## config.mk

```make
export PLATFORM = sky130hd
export DESIGN_NAME = ps2_host_tx
export DESIGN_NICKNAME = d
export VERILOG_FILES = /design/src/rtl/ps2_pkg.sv /design/src/rtl/ps2_line_sync.sv /design/src/rtl/ps2_host_tx.sv
export SDC_FILE = /design/constraint.sdc
export NUM_CORES = 1
export LEC_CHECK = 0
export ABC_AREA = 1
export BUFFER_PORTS_ARGS = -buffer_cell sky130_fd_sc_hd__buf_2
export CAP_MARGIN = 0
export CORE_MARGIN = 1.5
export CORE_UTILIZATION = 60
export CTS_BUF_LIST = sky130_fd_sc_hd__clkbuf_2 sky130_fd_sc_hd__clkbuf_4 sky130_fd_sc_hd__clkbuf_8
export CTS_CLUSTER_SIZE = 28
export DETAILED_ROUTE_END_ITERATION = 16
export PLACE_DENSITY = 0.81
export REMOVE_ABC_BUFFERS = 1
export SYNTH_ARGS = -nofsm -noshare
export SYNTH_HDL_FRONTEND = slang
export SYNTH_SLANG_ARGS = --single-unit
export TNS_END_PERCENT = 1
```

## constraint.sdc

```tcl
create_clock -name Clock -period 4.6 [get_ports Clock]
set_input_delay 0.92 -clock Clock [delete_from_list [all_inputs] [get_ports Clock]]
set_output_delay 0.92 -clock Clock [all_outputs]
set_load 0.01 [all_outputs]
```

## src/rtl/ps2_pkg.sv

```systemverilog
// Shared definitions for the PS/2 host transmit path and its receive-side neighbours.
package ps2_pkg;

  // Transmitter sequencer states, in frame order.
  typedef enum logic [2:0] {
    ST_IDLE      = 3'd0,
    ST_INHIBIT   = 3'd1,
    ST_RTS       = 3'd2,
    ST_XFER      = 3'd3,
    ST_ACK       = 3'd4,
    ST_WAIT_IDLE = 3'd5,
    ST_DONE      = 3'd6,
    ST_ERR       = 3'd7
  } ps2_tx_state_e;

  // Frame geometry: 8 data bits; 11 device falling edges (10 bit slots + ACK).
  localparam int DATA_BITS   = 8;
  localparam int FRAME_EDGES = 11;

  // Default timing at 50 MHz: 100 us inhibit, 15 ms device-clock timeout.
  localparam int DEFAULT_INHIBIT_CYCLES = 5000;
  localparam int DEFAULT_TIMEOUT_CYCLES = 750000;
  localparam int DEFAULT_CNT_W          = 20;

  // PS/2 uses odd parity: the parity bit makes the total count of ones odd.
  function automatic logic odd_parity(input logic [DATA_BITS-1:0] data);
    return ~^data;
  endfunction

endpackage

```

## src/rtl/ps2_line_sync.sv

```systemverilog
// Two-flop synchroniser for the PS/2 clock and data pads plus a falling-edge
// strobe on the synchronised clock. Shared with the keyboard receive path.
module ps2_line_sync (
  input  logic Clock,
  input  logic Reset,
  input  logic clk_in,
  input  logic data_in,
  output logic clk_sync,
  output logic data_sync,
  output logic clk_fall
);

  // Bit 0 carries the clock pad, bit 1 the data pad.
  logic [1:0] meta_reg;
  logic [1:0] sync_reg;
  logic       clk_prev_reg;

  // Sync chain resets to the idle (released, high) bus level so leaving reset
  // does not fabricate a falling edge.
  always_ff @(posedge Clock or negedge Reset) begin
    if (!Reset) begin
      meta_reg     <= 2'b11;
      sync_reg     <= 2'b11;
      clk_prev_reg <= 1'b1;
    end else begin
      meta_reg     <= {data_in, clk_in};
      sync_reg     <= meta_reg;
      clk_prev_reg <= sync_reg[0];
    end
  end

  assign clk_sync  = sync_reg[0];
  assign data_sync = sync_reg[1];
  assign clk_fall  = clk_prev_reg & ~sync_reg[0];

endmodule

```

## src/rtl/ps2_host_tx.sv

```systemverilog
// PS/2 host-to-device transmitter: inhibits the bus, issues request-to-send,
// shifts out one command byte on device clock edges and checks the device ACK.
module ps2_host_tx
  import ps2_pkg::*;
#(
  parameter int INHIBIT_CYCLES = DEFAULT_INHIBIT_CYCLES,
  parameter int TIMEOUT_CYCLES = DEFAULT_TIMEOUT_CYCLES,
  parameter int CNT_W          = DEFAULT_CNT_W
) (
  input  logic                 Clock,
  input  logic                 Reset,
  input  logic                 Send,
  input  logic [DATA_BITS-1:0] SendData,
  input  logic                 ps2_clk_in,
  input  logic                 ps2_data_in,
  output logic                 ps2_clk_oe,
  output logic                 ps2_data_oe,
  output logic                 Busy,
  output logic                 Done,
  output logic                 Error
);

  localparam logic [CNT_W-1:0] INHIBIT_LAST = CNT_W'(INHIBIT_CYCLES - 1);
  localparam logic [CNT_W-1:0] TIMEOUT_LAST = CNT_W'(TIMEOUT_CYCLES - 1);
  // Edge index at which the stop bit is presented; the next edge is the ACK slot.
  localparam logic [3:0]       STOP_IDX     = 4'(FRAME_EDGES - 2);

  ps2_tx_state_e        state_reg, state_next;
  logic [DATA_BITS:0]   shift_reg, shift_next;
  logic [3:0]           bitcnt_reg, bitcnt_next;
  logic [CNT_W-1:0]     timer_reg, timer_next;
  logic                 data_oe_reg, data_oe_next;

  logic clk_sync;
  logic data_sync;
  logic clk_fall;
  logic timeout_hit;

  ps2_line_sync u_line_sync (
    .Clock     (Clock),
    .Reset     (Reset),
    .clk_in    (ps2_clk_in),
    .data_in   (ps2_data_in),
    .clk_sync  (clk_sync),
    .data_sync (data_sync),
    .clk_fall  (clk_fall)
  );

  assign timeout_hit = (timer_reg == TIMEOUT_LAST);

  // State and datapath registers; async reset releases both lines at once.
  always_ff @(posedge Clock or negedge Reset) begin
    if (!Reset) begin
      state_reg   <= ST_IDLE;
      shift_reg   <= '0;
      bitcnt_reg  <= '0;
      timer_reg   <= '0;
      data_oe_reg <= 1'b0;
    end else begin
      state_reg   <= state_next;
      shift_reg   <= shift_next;
      bitcnt_reg  <= bitcnt_next;
      timer_reg   <= timer_next;
      data_oe_reg <= data_oe_next;
    end
  end

  // Next-state, shifter, edge counter and timer sequencing.
  always_comb begin
    state_next   = state_reg;
    shift_next   = shift_reg;
    bitcnt_next  = bitcnt_reg;
    timer_next   = timer_reg;
    data_oe_next = data_oe_reg;

    case (state_reg)
      ST_IDLE: begin
        data_oe_next = 1'b0;
        if (Send) begin
          shift_next  = {odd_parity(SendData), SendData};
          bitcnt_next = '0;
          timer_next  = '0;
          state_next  = ST_INHIBIT;
        end
      end

      ST_INHIBIT: begin
        if (timer_reg == INHIBIT_LAST) begin
          timer_next   = '0;
          data_oe_next = 1'b1;           // start bit goes out with RTS
          state_next   = ST_RTS;
        end else begin
          timer_next = timer_reg + CNT_W'(1);
        end
      end

      ST_RTS: begin
        timer_next = '0;
        state_next = ST_XFER;
      end

      ST_XFER: begin
        if (clk_fall) begin
          timer_next  = '0;
          bitcnt_next = bitcnt_reg + 4'd1;
          if (bitcnt_reg < STOP_IDX) begin
            data_oe_next = ~shift_reg[0];
            shift_next   = {1'b0, shift_reg[DATA_BITS:1]};
          end else begin
            data_oe_next = 1'b0;         // stop bit: release data
            state_next   = ST_ACK;
          end
        end else if (timeout_hit) begin
          data_oe_next = 1'b0;
          state_next   = ST_ERR;
        end else begin
          timer_next = timer_reg + CNT_W'(1);
        end
      end

      ST_ACK: begin
        data_oe_next = 1'b0;
        if (clk_fall) begin
          timer_next = '0;
          state_next = data_sync ? ST_ERR : ST_WAIT_IDLE;
        end else if (timeout_hit) begin
          state_next = ST_ERR;
        end else begin
          timer_next = timer_reg + CNT_W'(1);
        end
      end

      ST_WAIT_IDLE: begin
        data_oe_next = 1'b0;
        if (clk_sync && data_sync) begin
          state_next = ST_DONE;
        end else if (clk_fall) begin
          timer_next = '0;
        end else if (timeout_hit) begin
          state_next = ST_ERR;
        end else begin
          timer_next = timer_reg + CNT_W'(1);
        end
      end

      ST_DONE: begin
        data_oe_next = 1'b0;
        state_next   = ST_IDLE;
      end

      ST_ERR: begin
        data_oe_next = 1'b0;
        state_next   = ST_IDLE;
      end

      default: begin
        data_oe_next = 1'b0;
        state_next   = ST_IDLE;
      end
    endcase
  end

  // Line drives are decoded from state so nothing is pulled outside the
  // inhibit/RTS/transfer window, whatever the data_oe register holds.
  assign ps2_clk_oe  = (state_reg == ST_INHIBIT) || (state_reg == ST_RTS);
  assign ps2_data_oe = data_oe_reg && ((state_reg == ST_RTS) || (state_reg == ST_XFER));
  assign Busy        = (state_reg != ST_IDLE) && (state_reg != ST_DONE) && (state_reg != ST_ERR);
  assign Done        = (state_reg == ST_DONE);
  assign Error       = (state_reg == ST_ERR);

endmodule

```

**After elaboration in Yosys (flattened, before gate mapping)**

Cells that the tools add are included.

- Add/subtract/negate cells: 2
- Magnitude comparators: 1
- Equality and inequality tests: 19
- Muxes and demuxes: 28
- Bitwise operators: 3
- Reductions and logical operators: 20

Operators with widths:

| cell | number |
|---|---|
| two-way mux 20 bit | 5 |
| one-hot mux 20 bit (5 select lines) | 1 |
| two-way mux 9 bit | 3 |
| two-way mux 3 bit | 8 |
| one-hot mux 3 bit (7 select lines) | 1 |
| adder 20 x 1 -> 20 bit (second input constant) | 1 |
| == test 20 x 13 -> 1 bit (second input constant) | 1 |
| == test 20 bit (second input constant) | 1 |
| one-hot mux 9 bit (2 select lines) | 1 |
| inequality test 3 bit (second input constant) | 5 |
| == test 3 bit (second input constant) | 4 |
| inequality test 2 bit (second input constant) | 5 |
| AND reduction 3 bit | 3 |
| two-way mux 4 bit | 2 |
| one-hot mux 4 bit (2 select lines) | 1 |
| AND reduction 4 bit | 2 |
| XNOR reduction 8 bit | 1 |
| == test 3 x 2 -> 1 bit (second input constant) | 2 |
| nonzero test 3 bit | 2 |
| nonzero test 5 bit | 1 |
| OR reduction 5 bit | 1 |
| adder 4 x 1 -> 4 bit (second input constant) | 1 |
| logical AND 1 bit | 4 |
| less-than comparator 4 bit (second input constant) | 1 |
| 10 further kinds | 16 |

- Bits in registers: 42
- Input bits: 13
- Output and inout port bits: 5
- Logic and storage cells: 81

**Longest topological paths before layout**

Gate-level depths: netlist of run 1.

- Word-level depth: 5
- Gate-level depth with buffers: 12
- Depth with buffers taken out: 12

**Cells and area by module**

A second synthesis of run 1 with hierarchy kept.

- Cells, all modules: 426
- Area, all modules: 2,940.3 µm²

Modules (own cells, without submodules):

| module | times used | cells an instance | area each (µm²) |
|---|---|---|---|
| ps2_host_tx | 1 | 419 | 2,798.9 |
| ps2_line_sync | 1 | 7 | 141.4 |

**Least setup slack after synthesis of run 1**

OpenSTA, ideal clock, no wires.

- Path kind: input-to-reg
- Start point: input Send
- End point: register timer_reg[0]
- Library setup time: 125 ps
- Arrival: 1,678 ps
- Data required time: 4,475 ps
- Setup slack: 2,797 ps
- Stages on the path: 8
- Path buffers: 1
- Cells stage by stage: inv_1 > nand3_1 > nand2_1 > nor2_4 > nand2_4 > inv_4 > buf_6 > mux2i_4

- Word-level cells in the longest chain between the ends: 2

RTL lines:

| what | line | source |
|---|---|---|
| from (decl) | ps2_host_tx.sv:12 | `input logic Send,` |
| inequality test 2 bit (no line) | n/a |  |
| AND reduction 3 bit (no line) | n/a |  |
| to (signal assigned) | ps2_host_tx.sv:63 | `timer_reg <= timer_next;` |
| to (decl) | ps2_host_tx.sv:31 | `logic [CNT_W-1:0] timer_reg, timer_next;` |

No other way between the ends.
A chain may end at the register's enable or synchronous reset.

**Worst setup path in the final report of run 1**

- Start point: register state_reg[1]
- End point: output ps2_clk_oe

- Word-level cells in the longest chain between the ends: 2

RTL lines:

| what | line | source |
|---|---|---|
| from (decl) | ps2_host_tx.sv:28 | `ps2_tx_state_e state_reg, state_next;` |
| from (signal assigned) | ps2_host_tx.sv:60 | `state_reg <= state_next;` |
| == test 3 x 1 -> 1 bit or == test 3 x 2 -> 1 bit (tied branches) | ps2_host_tx.sv:165 | `assign ps2_clk_oe = (state_reg == ST_INHIBIT) \|\| (state_reg == ST_RTS);` |
| logical OR 1 bit (*) | ps2_host_tx.sv:165 |  |
| to (decl) | ps2_host_tx.sv:16 | `output logic ps2_clk_oe,` |

Mark *: on every way between the ends. The rest lies on a longest branch, timed or not.

==> run metrics, run 1 <==
Syn Inst Count=roughly 430; setup TNS=0 ps; Clock Skews=about 6 ps; fin util=around two thirds; Max Cap Viol=0; startpoint types=register; cts-stage hold buffer count=0; synthesized area per cell=6.80 µm²; Initial Util=between 60% and 70%; Detail Route Antenna Nets=0; Peak VDD IR=around 0.34 mV; Placer Congestion=0.923; Async S/R FF share, synth=100%; count of cell types in the netlist=32; Worst Path Required=3680 ps; Hold Startpoint=u_line_sync.meta_reg[1]; Critical Path Start=state_reg[1]; critical setup path kind=register to output port; register-to-register setup slack=~2200 ps; vias in the first global route=2645; CTS Buffer Depth=2; final worst slack=roughly 2200 ps; yosys warns=0; Die X=between 70 and 80 µm; pin count of the biggest net entering global routing=43; r2r startpoint=state_reg[0]; Seq/Total Area, Yosys=35.8%; Die H=73.2 µm; P_leak=about 1.5 nW; die area=between 5000 and 6000 µm²; nets=between 400 and 500; leading area contributor after synthesis=dfrtp_1; Worst path max stage delay=460 ps; first-pass GRT wire length=roughly 12 mm; gr usage total=~28%; H-tree depth=2; vias per std cell=5.56; IO Port Bufs=17; Antenna Cells=0; Tmin final=~2400 ps; Bufs and invs on worst path=2; max reg flops=20; Routed WL=about 6.9 mm; number of flops mapped to enable cells by yosys=0; area grow syn2layout=7.12%; relative slew slack=37.3%; Post-CTS Resized=0; via count=approximately 2900; cell family with the largest share of critical-path delay=flip-flops; Slew @ Worst Pin=941 ps; # DRC=0; grt total ovfl=0; postcts setup bufs=0; main area contributors after synthesis=dfrtp_1 31%, nand2_1 17%, nand3_1 8.5%; worst-path cell chain=inv_2 -> nand3_1 -> nand2_1 -> buf_2; Cell Pwr Density=roughly 420 nW/µm²; Mapped Area=2950 µm²; top_reg_cell synth=dfrtp_1; Setup crit end kind=output port; RSZ-0062 raised after global routing=no; final setup fails=0; Slew Viols, Final=0; Num CTS Buffers=5; Yosys top cell area share=31.4%; CTS Root Cell=clkbuf_8; CTS tree=built; final hold vios=0; CTS Sinks=42; latest clock arrival within the worst-skew pair=a little under 300 ps; share of cells above drive strength 1=about an eighth; Slowest-stage cell, CP=dfrtp_1; period utilization=51.8%; Reg clk slew, reported paths=about 70 ps; hold crit path type=register to register; Max Fclk=0.420 GHz; core area=4720 µm²; drt initial violations=253; io pins=18; CP arrival=around 1500 ps; Crit Path Max Fanout=7; #FFs+latches synth=42; dpl hpwl=5.08 mm; most frequent cells in the layout=133 x nand2_1, 51 x nor2_1, 50 x nand3_1; Rows=25; commonest non-fill, non-tap cell in the layout=nand2_1; DR WL/cell=13.4 µm; pre-CTS setup slack=~2200 ps; initial antenna violation count=0; drt pass-1 iters=5; status=finished clean
-- synthesized netlist by cell type, types with 2 or more instances --
master and number:
inv_1 45, buf_6 3, o211ai_1 7, nand3_1 50
nor3_1 4, xnor2_1 7, a21oi_1 5, nor2_2 4
o21ai_2 7, inv_2 8, nor2_4 2, ha_1 3
buf_2 4, dfrtp_1 37, nand4_1 17, clkbuf_1 3
xor2_1 7, o21ai_0 11, dfstp_2 5, nor2_1 51
o21ai_1 10, nand3_2 2, nand2_1 133
-- layer usage --
layer | wire, µm | global-route usage [%]
met2 | 3440 | 49.2
met5 | 0 | 0
met1 | 3020 | 34.9
met4 | 147 | 11.1
met3 | 311 | 3.59
-- layout make-up --
type | instances | area (µm²)
Clock buffer | 8 | 110
Sequential cell | 42 | 1060
Fill cell | 429 | 1560
Inverter | 54 | 205
Multi-Input combinational cell | 327 | 1620
Timing Repair Buffer | 17 | 85.1
Tap cell | 67 | 83.8
-- logic make-up after synthesis --
kind of cell / share of synthesized area, %
compound gates: 9.70
xor+xnor: 4.15
fa+ha+maj: 1.27
buf+inv: 9.28
flops: 35.8
mux: 0.763
simple gates: 39.0
-- stage by stage --
stage | power, mW | hold slack [ps] | instance area, µm² | std cells
2_1_floorplan | 0.913 | 345 | 2880 | 423
3_3_place_gp | 1.04 | 347 | 3050 | 507
3_5_place_dp | 1.07 | 350 | 3050 | 507
4_1_cts | 1.35 | 361 | 3160 | 515
5_1_grt | 1.44 | 362 | 3160 | 515
6_report | 1.34 | 361 | 3160 | 515
-- power breakdown --
part           internal [mW]  switching (mW)  total, mW  leakage [nW]
sequential             0.443          0.0507      0.493         0.545
clock                  0.152           0.124      0.276        0.0575
combinational          0.173           0.400      0.573         0.938
total                  0.767           0.575       1.34          1.54
-- path summary, 6_finish.rpt --
kind	depth (start not counted)	to
setup reg to reg	6	shift_reg[7]
hold reg to reg	0	u_line_sync.sync_reg[1]
max in group asynchronous	1	data_oe_reg
setup / recovery	4	ps2_clk_oe
min in group asynchronous	1	timer_reg[6]
hold / removal	0	u_line_sync.sync_reg[1]
Note: power is estimated with default switching activity, not from simulation.
==> inputs of run 2 (changes only) <==
Settings changed: ABC_AREA 1 to 0.
Clock period 4.6 ns to 2.29 ns, I/O delays scaled along.
==> run metrics, run 2 <==
cell family with the largest share of critical-path delay=simple AND/OR/NAND/NOR gates; Rows=23; first-pass GRT wire length=9.61 mm; Antenna Cells=0; startpoint types=register; Seq/Total Area, Yosys=approximately two fifths; Setup crit end kind=register; latest clock arrival within the worst-skew pair=300 ps; simple-gate share of the synthesized area=between 20% and 30%; CTS tree=built; xor-xnor portion of the synthesized cell area=under 10%; io pins=18; Slew Viols, Final=0; vias in the first global route=just over 2000; Yosys top cell area share=36.0%; main area contributors after synthesis=dfrtp_1 36%, dfstp_2 5.1%, o21ai_0 4.1%; vias per std cell=6.43; grt met2 use=41.7%; Slew @ Worst Pin=517 ps; status=finished clean; nets=about 330; leading area contributor after synthesis=dfrtp_1; Worst Path Required=between 2000 and 2500 ps; CTS Buffer Depth=2; final hold slack=about 100 ps; final setup fails=0; CTS Sinks=42; most frequent cells in the layout=37 x dfrtp_1, 26 x nand2_1, 21 x buf_4; yosys warns=0; commonest non-fill, non-tap cell in the layout=dfrtp_1; Cell Pwr Density=between 1000 and 1500 nW/µm²; Initial Util=63.3%; #FFs+latches synth=42; Slowest-stage cell, CP=or3b_4; gr usage total=between 20% and 30%; Routed WL=6.12 mm; Async S/R FF share, synth=100%; adder-cell share of the synthesized area=between 1 and 1.5%; Num CTS Buffers=5; routing usage on met3=5.76%; final instance area=between 2000 and 3000 µm²; P_leak=1.39 nW; period utilization=~95%; post-synthesis mux area share=roughly 3.9%; CTS Root Cell=clkbuf_8; Clock Skews=around 9.3 ps; count of cell types in the netlist=63; # DRC=0; fin cells=between 300 and 400; relative slew slack=roughly two thirds; share of cells above drive strength 1=a little under a quarter; final hold vios=0; max reg flops=20; Synth Area in Compound Gates=roughly 22%; core area=approximately 4100 µm²; Crit Path Max Fanout=8; Syn Inst Count=approximately 280; Max Cap Viol=0; number of flops mapped to enable cells by yosys=0; Max Fclk=0.457 GHz; drt pass-1 iters=5; top_reg_cell synth=dfrtp_1; Die H=68.4 µm; Reg clk slew, reported paths=90 ps; count leader, synth=dfrtp_1; Mapped Area=2570 µm²; post-placement cell area=around 2800 µm²; pin count of the biggest net entering global routing=23; Bufs and invs on worst path=1; Die X=68.4 µm; drt initial violations=about 280; synthesized area per cell=9.34 µm²; Critical Path Start=timer_reg[1]; area grow syn2layout=14.7%; RR Endpoint=timer_reg[7]; Worst path max stage delay=410 ps; dpl hpwl=between 4 and 5 mm; initial antenna violation count=0; Peak VDD IR=roughly 0.62 mV; register-to-register setup slack=~100 ps; critical setup path kind=register to register; die area=about 4700 µm²; worst-path cell chain=ha_1 -> or3b_4 -> o31ai_4 -> and3_4 -> nor2_2 -> buf_4 -> a22o_1; Detail Route Antenna Nets=0; H-tree depth=2; R2R cell count=7; via count=roughly 2300; Inst Count DP=350; Placer Congestion=between 0.8 and 0.9; DR WL/cell=16.9 µm; hold crit path type=primary input to asynchronous set/reset pin; IO Port Bufs=17; Tmin final=about 2200 ps; main combinational cell family by area after synthesis=simple AND/OR/NAND/NOR gates; r2r startpoint=timer_reg[1]; CP arrival=about 2400 ps; grt total ovfl=0; gr busiest metal=met2; top post-synthesis cells by count=37 x dfrtp_1, 26 x nand2_1, 21 x o21ai_0; M1 GR Usage=just under 40%
## run 2: cell count changes after synthesis, moves of 6 or more
cell      change
inv_2         -8
nor4_1        +8
nand3_1      -35
a21oi_1       +6
nand4_1      -14
o211ai_1      -7
xor2_1        -7
nand2_1     -107
o21ai_2       -7
nor2_1       -36
o21ai_0      +10
inv_1        -33
a22o_1       +11
mux2i_1      +10
## run 2: where the power goes
group | total [mW] | internal [mW] | switching [mW]
Sequential | 1.14 | 0.947 | 0.198
Combinational | 1.34 | 0.620 | 0.718
Clock | 0.609 | 0.327 | 0.282
Total | 3.09 | 1.89 | 1.20
## run 2: logic make-up (layout without fill, tap and decap cells)
| family | Yosys count | after routing |
|---|---|---|
| multiplexers | 10 | 10 |
| XOR/XNOR | 8 | 8 |
| AND/OR/NAND/NOR | 107 | 108 |
| adder cells (fa/ha/maj) | 3 | 3 |
| buffers and inverters | 24 | 60 |
| AO/OA/AOI/OAI | 81 | 81 |
| flip-flops | 42 | 42 |
## run 2: metrics by stage
step	utilization, %	power [mW]	worst slack [ps]	TNS (ps)
after floorplan	-	1.94	115	0
after global placement	68.8	2.33	179	0
after detailed placement	68.8	2.38	114	0
after CTS	71.6	2.99	75.7	0
after global routing	72.6	3.28	-2.73	-2.73
final	72.6	3.09	104	0
## run 2: final cells by class
| class | instances | area, µm² |
|---|---|---|
| multi-input combinational | 210 | 1390 |
| fill | 280 | 1110 |
| sequential | 42 | 1060 |
| timing repair buffer | 40 | 274 |
| clock buffer | 5 | 68.8 |
| tap | 50 | 62.6 |
| inverter | 12 | 45.0 |
| clock inverter | 3 | 43.8 |
## run 2: worst max-delay path by stage
stage / endpoint / slack (ps) / cells after the start
final: timer_reg[7] / 100 / 7
after detailed placement: timer_reg[8] / 110 / 7
after CTS: timer_reg[9] / 80 / 7
after global placement: timer_reg[10] / 180 / 7
after floorplan: timer_reg[7] / 110 / 6
after global routing: timer_reg[17] / -3 / 6
## run 2: routing by layer
metal | routed length, µm | share of wire (%)
met5 | 0 | 0
met4 | 124 | 2.0
met3 | 471 | 7.7
met2 | 2760 | 45
met1 | 2770 | 45
## run 2: what timing repair did
item / in CTS / in global routing
setup endpoints to repair: 0 / 11
hold buffers: 0 / 0
buffers inserted: 0 / 3
gates resized for setup: 0 / 4
